### config.mk
export PLATFORM = sky130hd
export DESIGN_NAME = uart_rx_ovs
export DESIGN_NICKNAME = d
export VERILOG_FILES = /design/src/rtl/uart_rx_ovs.sv
export SDC_FILE = /design/constraint.sdc
export NUM_CORES = 1
export LEC_CHECK = 0
export ABC_CLOCK_PERIOD_IN_PS = 2200
export CORE_MARGIN = 3
export CORE_UTILIZATION = 56
export DETAILED_ROUTE_END_ITERATION = 10
export HOLD_SLACK_MARGIN = 0.1
export PLACE_DENSITY = 0.82
export SETUP_SLACK_MARGIN = 0.05
export SLEW_MARGIN = 30
export SYNTH_ARGS = -nofsm -noshare
export SYNTH_HDL_FRONTEND = slang
export SYNTH_SLANG_ARGS = --single-unit
export TNS_END_PERCENT = 1
### constraint.sdc
create_clock -name clk -period 2.2 [get_ports clk]
set_clock_uncertainty 0.15 [all_clocks]
set_input_delay 0.22 -clock clk [delete_from_list [all_inputs] [get_ports clk]]
set_output_delay 0.22 -clock clk [all_outputs]
set_load 0.05 [all_outputs]
### src/rtl/uart_rx_ovs.sv
// uart_rx_ovs: oversampling UART receiver, 2-of-3 majority per bit, valid/ready output.
// Optional parity bit: define UART_RX_PARITY_EN (checked against PARITY_ODD).
module uart_rx_ovs #(
    parameter int DATA_WIDTH = 8,
    parameter int OVERSAMPLE = 16,
    parameter int STOP_BITS  = 1,
    parameter int PARITY_ODD = 0
) (
    input  logic                  clk,
    input  logic                  rst_n,
    input  logic                  tick,
    input  logic                  rx,
    output logic [DATA_WIDTH-1:0] data_out,
    output logic                  valid,
    input  logic                  ready,
    output logic                  frame_err,
    output logic                  parity_err,
    output logic                  overrun
);

    if (DATA_WIDTH < 5 || DATA_WIDTH > 9 ||
        OVERSAMPLE < 8 || OVERSAMPLE > 32 || (OVERSAMPLE % 2) != 0 ||
        STOP_BITS < 1 || STOP_BITS > 2 ||
        PARITY_ODD < 0 || PARITY_ODD > 1) begin : g_bad_cfg
        $error("uart_rx_ovs: illegal parameter combination");
    end

    localparam int CW = $clog2(OVERSAMPLE);
    localparam logic [CW-1:0] T_S0   = CW'(OVERSAMPLE / 2 - 1);
    localparam logic [CW-1:0] T_S1   = CW'(OVERSAMPLE / 2);
    localparam logic [CW-1:0] T_VOTE = CW'(OVERSAMPLE / 2 + 1);
    localparam logic [CW-1:0] T_END  = CW'(OVERSAMPLE - 1);
    localparam logic [3:0] LAST_DATA = 4'(DATA_WIDTH - 1);
    localparam logic [3:0] LAST_STOP = 4'(STOP_BITS - 1);

    typedef enum logic [2:0] {
        IDLE,
        START,
        DATA,
`ifdef UART_RX_PARITY_EN
        PARITY,
`endif
        STOP,
        BREAK
    } state_t;

    state_t                state_q, state_d;
    logic [CW-1:0]         cnt_q, cnt_d;
    logic [3:0]            bit_q, bit_d;
    logic [1:0]            samp_q, samp_d;
    logic [DATA_WIDTH-1:0] shreg_q, shreg_d;
    logic                  ferr_q, ferr_d;
    logic                  rx_s1, rx_s2;
    logic                  rx_sync;
    logic                  vote;
    logic                  at_vote;
    logic                  at_end;
    logic                  done;
    logic                  done_ferr;
`ifdef UART_RX_PARITY_EN
    localparam logic ODD = (PARITY_ODD != 0);
    logic perr_q, perr_d;
    logic perr_out;
`endif

    always_ff @(posedge clk or negedge rst_n) begin
        if (!rst_n) begin
            rx_s1 <= 1'b1;
            rx_s2 <= 1'b1;
        end else begin
            rx_s1 <= rx;
            rx_s2 <= rx_s1;
        end
    end

    assign rx_sync = rx_s2;
    assign vote    = (samp_q[0] & samp_q[1]) |
                     (samp_q[0] & rx_sync) |
                     (samp_q[1] & rx_sync);
    assign at_vote = tick && (cnt_q == T_VOTE);
    assign at_end  = tick && (cnt_q == T_END);

    always_ff @(posedge clk or negedge rst_n) begin
        if (!rst_n) begin
            state_q <= IDLE;
            cnt_q   <= '0;
            bit_q   <= '0;
            samp_q  <= '0;
            shreg_q <= '0;
            ferr_q  <= 1'b0;
`ifdef UART_RX_PARITY_EN
            perr_q  <= 1'b0;
`endif
        end else begin
            state_q <= state_d;
            cnt_q   <= cnt_d;
            bit_q   <= bit_d;
            samp_q  <= samp_d;
            shreg_q <= shreg_d;
            ferr_q  <= ferr_d;
`ifdef UART_RX_PARITY_EN
            perr_q  <= perr_d;
`endif
        end
    end

    always_comb begin
        state_d   = state_q;
        cnt_d     = cnt_q;
        bit_d     = bit_q;
        samp_d    = samp_q;
        shreg_d   = shreg_q;
        ferr_d    = ferr_q;
`ifdef UART_RX_PARITY_EN
        perr_d    = perr_q;
`endif
        done      = 1'b0;
        done_ferr = ferr_q | ~vote;
        if (tick) begin
            // Tick counter wraps only at a bit boundary.
            if (state_q != IDLE && state_q != BREAK) begin
                cnt_d = (cnt_q == T_END) ? '0 : cnt_q + 1'b1;
                if (cnt_q == T_S0) samp_d[0] = rx_sync;
                if (cnt_q == T_S1) samp_d[1] = rx_sync;
            end
            unique case (state_q)
                IDLE: begin
                    if (!rx_sync) begin
                        state_d = START;
                        cnt_d   = '0;
                        bit_d   = '0;
                        ferr_d  = 1'b0;
`ifdef UART_RX_PARITY_EN
                        perr_d  = 1'b0;
`endif
                    end
                end
                START: begin
                    if (at_vote && vote) state_d = IDLE;
                    else if (at_end)     state_d = DATA;
                end
                DATA: begin
                    if (at_vote) shreg_d = {vote, shreg_q[DATA_WIDTH-1:1]};
                    if (at_end) begin
                        if (bit_q == LAST_DATA) begin
                            bit_d = '0;
`ifdef UART_RX_PARITY_EN
                            state_d = PARITY;
`else
                            state_d = STOP;
`endif
                        end else begin
                            bit_d = bit_q + 1'b1;
                        end
                    end
                end
`ifdef UART_RX_PARITY_EN
                PARITY: begin
                    if (at_vote) perr_d = vote ^ (^shreg_q) ^ ODD;
                    if (at_end)  state_d = STOP;
                end
`endif
                STOP: begin
                    if (at_vote) begin
                        ferr_d = done_ferr;
                        // Last stop bit completes the frame at its centre.
                        if (bit_q == LAST_STOP) begin
                            done    = 1'b1;
                            state_d = (done_ferr && !rx_sync) ? BREAK : IDLE;
                        end
                    end else if (at_end) begin
                        bit_d = bit_q + 1'b1;
                    end
                end
                BREAK: begin
                    if (rx_sync) state_d = IDLE;
                end
                default: state_d = IDLE;
            endcase
        end
    end

    always_ff @(posedge clk or negedge rst_n) begin
        if (!rst_n) begin
            data_out  <= '0;
            valid     <= 1'b0;
            frame_err <= 1'b0;
            overrun   <= 1'b0;
`ifdef UART_RX_PARITY_EN
            perr_out  <= 1'b0;
`endif
        end else begin
            overrun <= 1'b0;
            if (valid && ready) valid <= 1'b0;
            if (done) begin
                if (!valid || ready) begin
                    data_out  <= shreg_q;
                    frame_err <= done_ferr;
                    valid     <= 1'b1;
`ifdef UART_RX_PARITY_EN
                    perr_out  <= perr_q;
`endif
                end else begin
                    overrun <= 1'b1;
                end
            end
        end
    end

`ifdef UART_RX_PARITY_EN
    assign parity_err = perr_out;
`else
    assign parity_err = 1'b0;
`endif

endmodule
==> results of run 1 <==
per-stage QoR:
step | total power (W) | std cells | setup slack [ns]
2_1_floorplan | 0.001026 | 156 | 0.2557
3_3_place_gp | 0.001090 | 199 | 0.1459
3_5_place_dp | 0.001128 | 199 | 0.1020
4_1_cts | 0.001534 | 207 | 0.1064
5_1_grt | 0.001615 | 207 | 0.02737
6_report | 0.001516 | 207 | 0.1416
sequential cells by signal, summed over array words and instances, names as in the netlist:
signal	cells
ferr_q	1
samp_q	2
cnt_q	4
rx_s2	1
valid	1
frame_err	1
overrun	1
shreg_q	8
state_q	3
rx_s1	1
bit_q	4
data_out	8
cell families after synthesis:
group           after synthesis  synth area share
compound gates               25           0.09342
buf+inv                      17           0.04635
fa+ha+maj                     6           0.04200
simple gates                 51            0.1709
other cells                   1          0.002170
flops                        35            0.5083
mux                          21            0.1369
worst max-delay path: stages (launching register included):
cell	delay [ns]
sky130_fd_sc_hd__dfrtp_1	0.46
sky130_fd_sc_hd__ha_1	0.22
sky130_fd_sc_hd__and4b_1	0.20
sky130_fd_sc_hd__buf_4	0.16
sky130_fd_sc_hd__o22a_1	0.21
sky130_fd_sc_hd__or4_1	0.50
sky130_fd_sc_hd__nand3_1	0.10
cell usage after synthesis (2+ instances only):
cell type                  number  area (um2)
sky130_fd_sc_hd__dfrtp_1       33       825.8
sky130_fd_sc_hd__a21oi_1        4       20.02
sky130_fd_sc_hd__mux2_2        21       236.5
sky130_fd_sc_hd__nor2_1         5       18.77
sky130_fd_sc_hd__o21ai_0       11       55.05
sky130_fd_sc_hd__nand3_1        7       35.03
sky130_fd_sc_hd__or4_1          3       22.52
sky130_fd_sc_hd__ha_1           5       62.56
sky130_fd_sc_hd__nand2_1       11       41.29
sky130_fd_sc_hd__dfstp_2        2       52.55
sky130_fd_sc_hd__buf_2          4       20.02
sky130_fd_sc_hd__inv_1          8       30.03
sky130_fd_sc_hd__clkbuf_1       3       11.26
sky130_fd_sc_hd__nand2b_1       4       25.02
sky130_fd_sc_hd__nor3_1         4       20.02
sky130_fd_sc_hd__nand3b_1       2       15.01
sky130_fd_sc_hd__nor3b_1        4       30.03
sky130_fd_sc_hd__nor2b_1        3       18.77
routing by layer:
metal | wire, um | GRT usage | vias up
li1 | - | - | 596
met1 | 1398 | 0.2420 | 593
met2 | 1661 | 0.3274 | 34
met3 | 126 | 0.05660 | 11
met4 | 76 | 0.09091 | 0
met5 | 0 | 0 | -
worst min path at each step:
stage / startpoint / end / cells past startpoint
after floorplan: rst_n / bit_q[0] / 0
after global placement: rx_s1 / rx_s2 / 0
after detailed placement: rx_s1 / rx_s2 / 0
after CTS: rx / rx_s1 / 1
after global routing: rx / rx_s1 / 1
final: rst_n / cnt_q[2] / 2
layout make-up:
class	instances	area [um2]	share of cell area
clock inverter	1	7.507	0.003766
sequential	35	878.3	0.4407
multi-input combinational	104	778.2	0.3905
clock buffer	7	65.06	0.03264
tap	31	38.79	0.01946
inverter	8	30.03	0.01507
timing repair buffer	21	195.2	0.09793
power by group:
part	switching (W)	total, W	internal, W
Combinational	0.000148	0.000292	0.000144
Clock	0.000214	0.000401	0.000187
Sequential	0.0000988	0.000824	0.000725
Total	0.000461	0.00152	0.00106
what timing repair did:
action / in CTS / in global routing
resized for setup: 0 / 2
setup buffers: 0 / 0
endpoints found under the setup margin: 0 / 11
==> impl_metrics.tcl, run 1 <==
set metrics [dict create \
    run_status "complete, no violations" \
    core_area_um2 2853 \
    clock_edge_transition_at_the_registers_on_the_reported_setup_and_hold_paths_ns 0.11 \
    cts_htree_levels 2 \
    critical_path.startpoint "cnt_q[0]" \
    critPathCapture "bit_q[2]" \
    synth-seq-cells 35 \
    hold_ws_ns 0.1094 \
    clk-insertion-delay-late_ns 0.35 \
    drt-vias-per-instance 5.961 \
    drt_drc_violations_left 0 \
    share_of_the_core_filled_with_cells 0.6987 \
    row_count 19 \
    postSynth.asyncResetShare 1.000 \
    fin_tns_setup_ns 0 \
    globalplace.congestion 0.8348 \
    fillers 215 \
    drv_cap 0 \
    start_util 0.6057 \
    hold_path.class "in -> async" \
    syn-cell-area_um2 1728 \
    endpoint_kind "flip-flop" \
    critPathRequiredTime_ns 2.34 \
    critical_path_arrival_ns 2.20 \
    layout-area-overhead-vs-synth_pct 15.35 \
    cts_hold_buffers 0 \
    cts-buffers-inserted 5 \
    critical_path.reg2reg.endpoint "bit_q[2]" \
    synth_cell_type_count 40 \
    power.ir.vdd_worst_uv 558.0 \
    finalInstanceArea_um2 1993 \
    p_leak_nw 0.9289 \
    globalRouteTotalUtil 0.1993 \
    hpwl_um 2359 \
    synth_area_per_cell_um2 11.08 \
    ctsRootBufferMaster "sky130_fd_sc_hd__clkbuf_4" \
    design.die.area_um2 3788 \
    die-width_um 61.55 \
    cts_tree "yes" \
    wl_um 3262 \
    regToRegStartpoint "cnt_q[0]" \
    tightest_slew_ns 0.5046 \
    drt_first_pass_iters 4 \
    wire_per_inst_um 15.76 \
    drt_iter0_markers 66 \
    finalCritPeriodShare 0.9356 \
    maxSlewViolCount 0 \
    synthesis.yosys.warnings 0 \
    die_h_um 61.55 \
    fmax_mhz 485.8 \
    worst-setup-path-type "reg -> reg" \
    antenna-diode-count 0 \
    mappedNetlistNets 166 \
    layout.cells.most_common "sky130_fd_sc_hd__dfrtp_1" \
    dpl_cell_area_um2 1912 \
    ff2ff_path_depth 6 \
    pin_count_of_the_biggest_net_entering_global_routing 36 \
    clock_path_buffers 2 \
    initial_antenna_violation_count 0 \
    rsz0062_at_grt "true" \
    number_of_hold_slack_violations_in_the_final_timing_report 0 \
    relSlewSlack 0.6625 \
    setup_violations 0 \
    port_buffers 15 \
    clock-sinks 35 \
    post_synth_top_flop "sky130_fd_sc_hd__dfrtp_1" \
    grt_pass1_wl_um 5375 \
    timing.critical_path.fanout_max 6 \
    number_of_flops_mapped_to_enable_cells_by_yosys 0 \
    postSynthCellCount 156 \
    antenna_violating_nets_post_route 0 \
    num_vias 1234 \
    finalWorstPathRequiredPeriod_ns 2.058 \
    gr_overflow_total 0 \
    synth_seq_area_share 0.5083 \
    cell_pwr_density_nw_per_um2 760.8 \
    fin_nets 185 \
    via_count_of_the_first_global_routing_pass 1198 \
    final_cell_mix "33 x sky130_fd_sc_hd__dfrtp_1, 21 x sky130_fd_sc_hd__mux2_2, 15 x sky130_fd_sc_hd__clkdlybuf4s50_1" \
    reg2reg_slack_ns 0.14 \
    layout-drive-gt1-share 0.2330 \
    io_pins 17 \
    critical_path.startpoint_type "flip-flop" \
]
Note: power is estimated with default switching activity, not from simulation.
==> run 2, diff against run 1 <==
--- a/config.mk
+++ b/config.mk
@@ -5,12 +5,12 @@
 export SDC_FILE = /design/constraint.sdc
 export NUM_CORES = 1
 export LEC_CHECK = 0
-export ABC_CLOCK_PERIOD_IN_PS = 2200
+export ABC_CLOCK_PERIOD_IN_PS = 2400
 export CORE_MARGIN = 3
-export CORE_UTILIZATION = 56
+export CORE_UTILIZATION = 60
 export DETAILED_ROUTE_END_ITERATION = 10
 export HOLD_SLACK_MARGIN = 0.1
-export PLACE_DENSITY = 0.82
+export PLACE_DENSITY = 0.87
 export SETUP_SLACK_MARGIN = 0.05
 export SLEW_MARGIN = 30
 export SYNTH_ARGS = -nofsm -noshare
==> constraint.sdc (replaced) <==
create_clock -name clk -period 2.4 [get_ports clk]
set_clock_uncertainty 0.15 [all_clocks]
set_input_delay 0.24 -clock clk [delete_from_list [all_inputs] [get_ports clk]]
set_output_delay 0.24 -clock clk [all_outputs]
set_load 0.05 [all_outputs]
==> impl_metrics.tcl, run 2 (synthesized netlist as in run 1, its figures left out) <==
set metrics [dict create \
    relSlewSlack 0.6568 \
    number_of_hold_slack_violations_in_the_final_timing_report 0 \
    core_area_um2 2613 \
    post_cts_buffers 0 \
    wl_um 3173 \
    layout.cells.most_common "sky130_fd_sc_hd__dfrtp_1" \
    initial_antenna_violation_count 0 \
    critPathRequiredTime_ns 2.48 \
    critical_path_arrival_ns 2.22 \
    fillers 175 \
    reg2reg_slack_ns 0.27 \
    finalCritPeriodShare 0.8894 \
    setup_violations 0 \
    run_status "complete, no violations" \
    tightest_slew_ns 0.5132 \
    wire_per_inst_um 15.63 \
    endpoint_kind "flip-flop" \
    timing.critical_path.fanout_max 9 \
    postCtsResizedCells 0 \
    io_pins 17 \
    fmax_mhz 468.5 \
    design_power_total_w 0.001382 \
    drt_iter0_markers 70 \
    clock-sinks 35 \
    via_count_of_the_first_global_routing_pass 1227 \
    largest_registers_in_the_final_layout "data_out (8), shreg_q (8)" \
    rsz0062_at_grt "false" \
    die_h_um 59.67 \
    start_util 0.6614 \
    final_cell_mix "33 x sky130_fd_sc_hd__dfrtp_1, 21 x sky130_fd_sc_hd__mux2_2, 15 x sky130_fd_sc_hd__clkdlybuf4s50_1" \
    fin_nets 182 \
    clock_path_buffers 2 \
    regToRegStartpoint "bit_q[0]" \
    drt_drc_violations_left 0 \
    cts_tree "yes" \
    num_vias 1213 \
    maxSlewViolCount 0 \
    layout-area-overhead-vs-synth_pct 13.47 \
    design.die.area_um2 3560 \
    cts-buffers-inserted 5 \
    critical_path.startpoint "bit_q[0]" \
    cts_hold_buffers 0 \
    drt-vias-per-instance 5.975 \
    port_buffers 15 \
    ctsRootBufferMaster "sky130_fd_sc_hd__clkbuf_4" \
    critical_path.startpoint_type "flip-flop" \
    ff2ff_path_depth 7 \
    row_count 18 \
    critical_path.reg2reg.endpoint "data_out[1]" \
    antenna-diode-count 0 \
    worst-setup-path-type "reg -> reg" \
    grt_pass1_wl_um 5485 \
    globalRouteTotalUtil 0.2101 \
    hold_path.class "in -> async" \
    cell_pwr_density_nw_per_um2 704.8 \
    drt_first_pass_iters 4 \
    gr_overflow_total 0 \
    pin_count_of_the_biggest_net_entering_global_routing 36 \
    fin_tns_setup_ns 0 \
    cts_htree_levels 2 \
    drv_cap 0 \
    antenna_violating_nets_post_route 0 \
    power.ir.vdd_worst_uv 646.8 \
    finalWorstPathRequiredPeriod_ns 2.135 \
    die-width_um 59.67 \
    p_leak_nw 0.9130 \
    critPathCapture "data_out[1]" \
    globalplace.congestion 0.8057 \
    hpwl_um 2279 \
    clock_edge_transition_at_the_registers_on_the_reported_setup_and_hold_paths_ns 0.11 \
    clk-insertion-delay-late_ns 0.34 \
    layout-drive-gt1-share 0.2081 \
]
==> run 2: worst min path at each step <==
stage | to | slack [ns] | cells past startpoint
after CTS | rx_s1 | 0.13 | 1
after floorplan | bit_q[0] | -0.21 | 0
final | bit_q[2] | 0.14 | 2
after detailed placement | rx_s2 | 0.20 | 0
after global placement | rx_s2 | 0.20 | 0
after global routing | rx_s1 | 0.14 | 1
==> run 2: final cells by class <==
cell class	count	area [um2]	area share
flip-flops and latches	35	878.3	0.4480
well taps	30	37.54	0.01914
clock buffers	7	65.06	0.03318
inverters	8	30.03	0.01532
repair buffers	18	172.7	0.08807
clock inverters	1	7.507	0.003829
multi-input cells	104	769.5	0.3925
==> run 2: critical path, cell delays in order (launching register included) <==
cell and delay, ns:
sky130_fd_sc_hd__dfrtp_1 0.44, sky130_fd_sc_hd__inv_1 0.07, sky130_fd_sc_hd__ha_1 0.13, sky130_fd_sc_hd__nor3b_1 0.32, sky130_fd_sc_hd__nand4_1 0.21, sky130_fd_sc_hd__nor2b_1 0.16
sky130_fd_sc_hd__buf_4 0.19, sky130_fd_sc_hd__mux2_2 0.35
==> run 2: metrics by stage <==
| step | cells | utilization | hold WS, ns | setup slack [ns] | cell area (um2) |
|---|---|---|---|---|---|
| floorplan | 156 | - | -0.2056 | 0.4557 | 1728 |
| global placement | 195 | 0.7227 | 0.1960 | 0.2837 | 1888 |
| detailed placement | 195 | 0.7227 | 0.2021 | 0.2219 | 1888 |
| CTS | 203 | 0.7505 | 0.1341 | 0.2530 | 1961 |
| global route | 203 | 0.7505 | 0.1371 | 0.08537 | 1961 |
| finish | 203 | 0.7505 | 0.1419 | 0.2655 | 1961 |
==> run 2: power breakdown <==
| group | switching (W) | leakage [nW] | internal [W] |
|---|---|---|---|
| clock network | 0.000194 | 0.0375 | 0.000171 |
| logic | 0.000134 | 0.420 | 0.000129 |
| registers | 0.0000894 | 0.455 | 0.000665 |
==> run 2: metal layers <==
layer	global-route usage	up-vias	routed length [um]
li1	-	585	-
met1	0.2656	593	1391
met2	0.3441	27	1571
met3	0.04536	8	142
met4	0.09494	0	67
met5	0	-	0
==> run 3, diff against run 2 <==
--- a/config.mk
+++ b/config.mk
@@ -11,6 +11,7 @@
 export DETAILED_ROUTE_END_ITERATION = 10
 export HOLD_SLACK_MARGIN = 0.1
 export PLACE_DENSITY = 0.87
+export RECOVER_POWER = 100
 export SETUP_SLACK_MARGIN = 0.05
 export SLEW_MARGIN = 30
 export SYNTH_ARGS = -nofsm -noshare
==> impl_metrics.tcl, run 3 (synthesized netlist as in run 1, its figures left out) <==
set metrics [dict create \
    run_status "finished, violations left" \
    failed_checks "max-capacitance violations, max-slew violations" \
    clk-insertion-delay-late_ns 0.34 \
    globalRouteTotalUtil 0.2101 \
    hold_path.class "reg -> reg" \
    maxSlewViolCount 36 \
    critical_path_arrival_ns 2.21 \
    cts_tree "yes" \
    port_buffers 15 \
    initial_antenna_violation_count 0 \
    critPathRequiredTime_ns 2.48 \
    cts_hold_buffers 0 \
    drt_first_pass_iters 4 \
    fin_nets 182 \
    endpoint_kind "flip-flop" \
    timing.critical_path.fanout_max 9 \
    reg2reg_slack_ns 0.27 \
    layout-drive-gt1-share 0.1965 \
    hold_ws_ns 0.2135 \
    pin_count_of_the_biggest_net_entering_global_routing 36 \
    ctsRootBufferMaster "sky130_fd_sc_hd__clkbuf_4" \
    fin_tns_setup_ns 0 \
    design.die.area_um2 3560 \
    design_power_total_w 0.001378 \
    finalWorstPathRequiredPeriod_ns 2.133 \
    antenna_violating_nets_post_route 0 \
    critical_path.startpoint_type "flip-flop" \
    cts_htree_levels 2 \
    core_area_um2 2613 \
    cell_pwr_density_nw_per_um2 704.0 \
    power.ir.vdd_worst_uv 643.9 \
    layout.cells.most_common "sky130_fd_sc_hd__dfrtp_1" \
    row_count 18 \
    globalplace.congestion 0.8057 \
    relSlewSlack -0.1814 \
    wire_per_inst_um 15.54 \
    num_vias 1210 \
    grt_pass1_wl_um 5485 \
    wl_um 3154 \
    postCtsResizedCells 0 \
    largest_registers_in_the_final_layout "data_out (8), shreg_q (8)" \
    clock_edge_transition_at_the_registers_on_the_reported_setup_and_hold_paths_ns 0.11 \
    final_cell_mix "33 x sky130_fd_sc_hd__dfrtp_1, 20 x sky130_fd_sc_hd__mux2_2, 13 x sky130_fd_sc_hd__dlygate4sd3_1" \
    worst-setup-path-type "reg -> reg" \
    via_count_of_the_first_global_routing_pass 1227 \
    finalCritPeriodShare 0.8886 \
    hpwl_um 2279 \
    dpl_cell_area_um2 1888 \
    setup_violations 0 \
    finalInstanceArea_um2 1957 \
    p_leak_nw 0.9504 \
    clock_path_buffers 2 \
    antenna-diode-count 0 \
    tightest_slew_ns 1.772 \
    start_util 0.6614 \
    drt_iter0_markers 69 \
    die_h_um 59.67 \
    io_pins 17 \
    clock-sinks 35 \
    die-width_um 59.67 \
    fmax_mhz 468.9 \
    number_of_hold_slack_violations_in_the_final_timing_report 0 \
    drt-vias-per-instance 5.961 \
    drv_cap 1 \
    drt_drc_violations_left 0 \
    cts-buffers-inserted 5 \
    post_cts_buffers 0 \
    gr_overflow_total 0 \
    rsz0062_at_grt "false" \
    layout-area-overhead-vs-synth_pct 13.25 \
]
-- run 3: cell count changes in the layout (fill, tap and decap cells not counted), sizes merged --
cell           previous run  this run
dlygate4sd3               0        13
buf                       3         2
clkdlybuf4s50            15         2
clkbuf                    7         8
-- run 3: critical path: stages (launching register included) --
cell	delay, ns
sky130_fd_sc_hd__dfrtp_1	0.44
sky130_fd_sc_hd__inv_1	0.07
sky130_fd_sc_hd__ha_1	0.13
sky130_fd_sc_hd__nor3b_1	0.32
sky130_fd_sc_hd__nand4_1	0.21
sky130_fd_sc_hd__nor2b_1	0.16
sky130_fd_sc_hd__buf_4	0.19
sky130_fd_sc_hd__mux2_2	0.35
-- run 3: stage by stage --
stage	instances	worst slack (ns)	util
detailed placement	195	0.2219	0.7227
finish	203	0.2673	0.7490
global placement	195	0.2837	0.7227
global route	203	0.05462	0.7490
floorplan	156	0.4557	-
CTS	203	0.2530	0.7505
-- run 3: final timing paths --
kind,start,to,cells past startpoint
min reg2reg,rx_s1,rx_s2,0
min in group asynchronous,rst_n,bit_q[2],2
max in group asynchronous,rst_n,cnt_q[3],2
max reg2reg,bit_q[0],data_out[1],7
max,bit_q[0],data_out[1],7
min,rx_s1,rx_s2,0
-- run 3: routing by layer --
metal | wire [um] | vias up | global-route usage
li1 | - | 586 | -
met1 | 1389 | 595 | 0.2656
met2 | 1581 | 23 | 0.3441
met3 | 122 | 6 | 0.04536
met4 | 59 | 0 | 0.09494
met5 | 0 | - | 0
-- run 3: final cells by class --
class	count	area (um2)
clock buffer	7	65.06
clock inverter	1	7.507
fill	176	655.6
inverter	8	30.03
multi-input combinational	104	769.5
sequential	35	878.3
tap	30	37.54
timing repair buffer	18	168.9
-- run 3: power by group --
part	switching [W]	total (W)	internal (W)	leakage (nW)
clock	0.000194	0.000365	0.000171	0.0375
sequential	0.0000883	0.000753	0.000665	0.455
combinational	0.000134	0.000259	0.000126	0.458
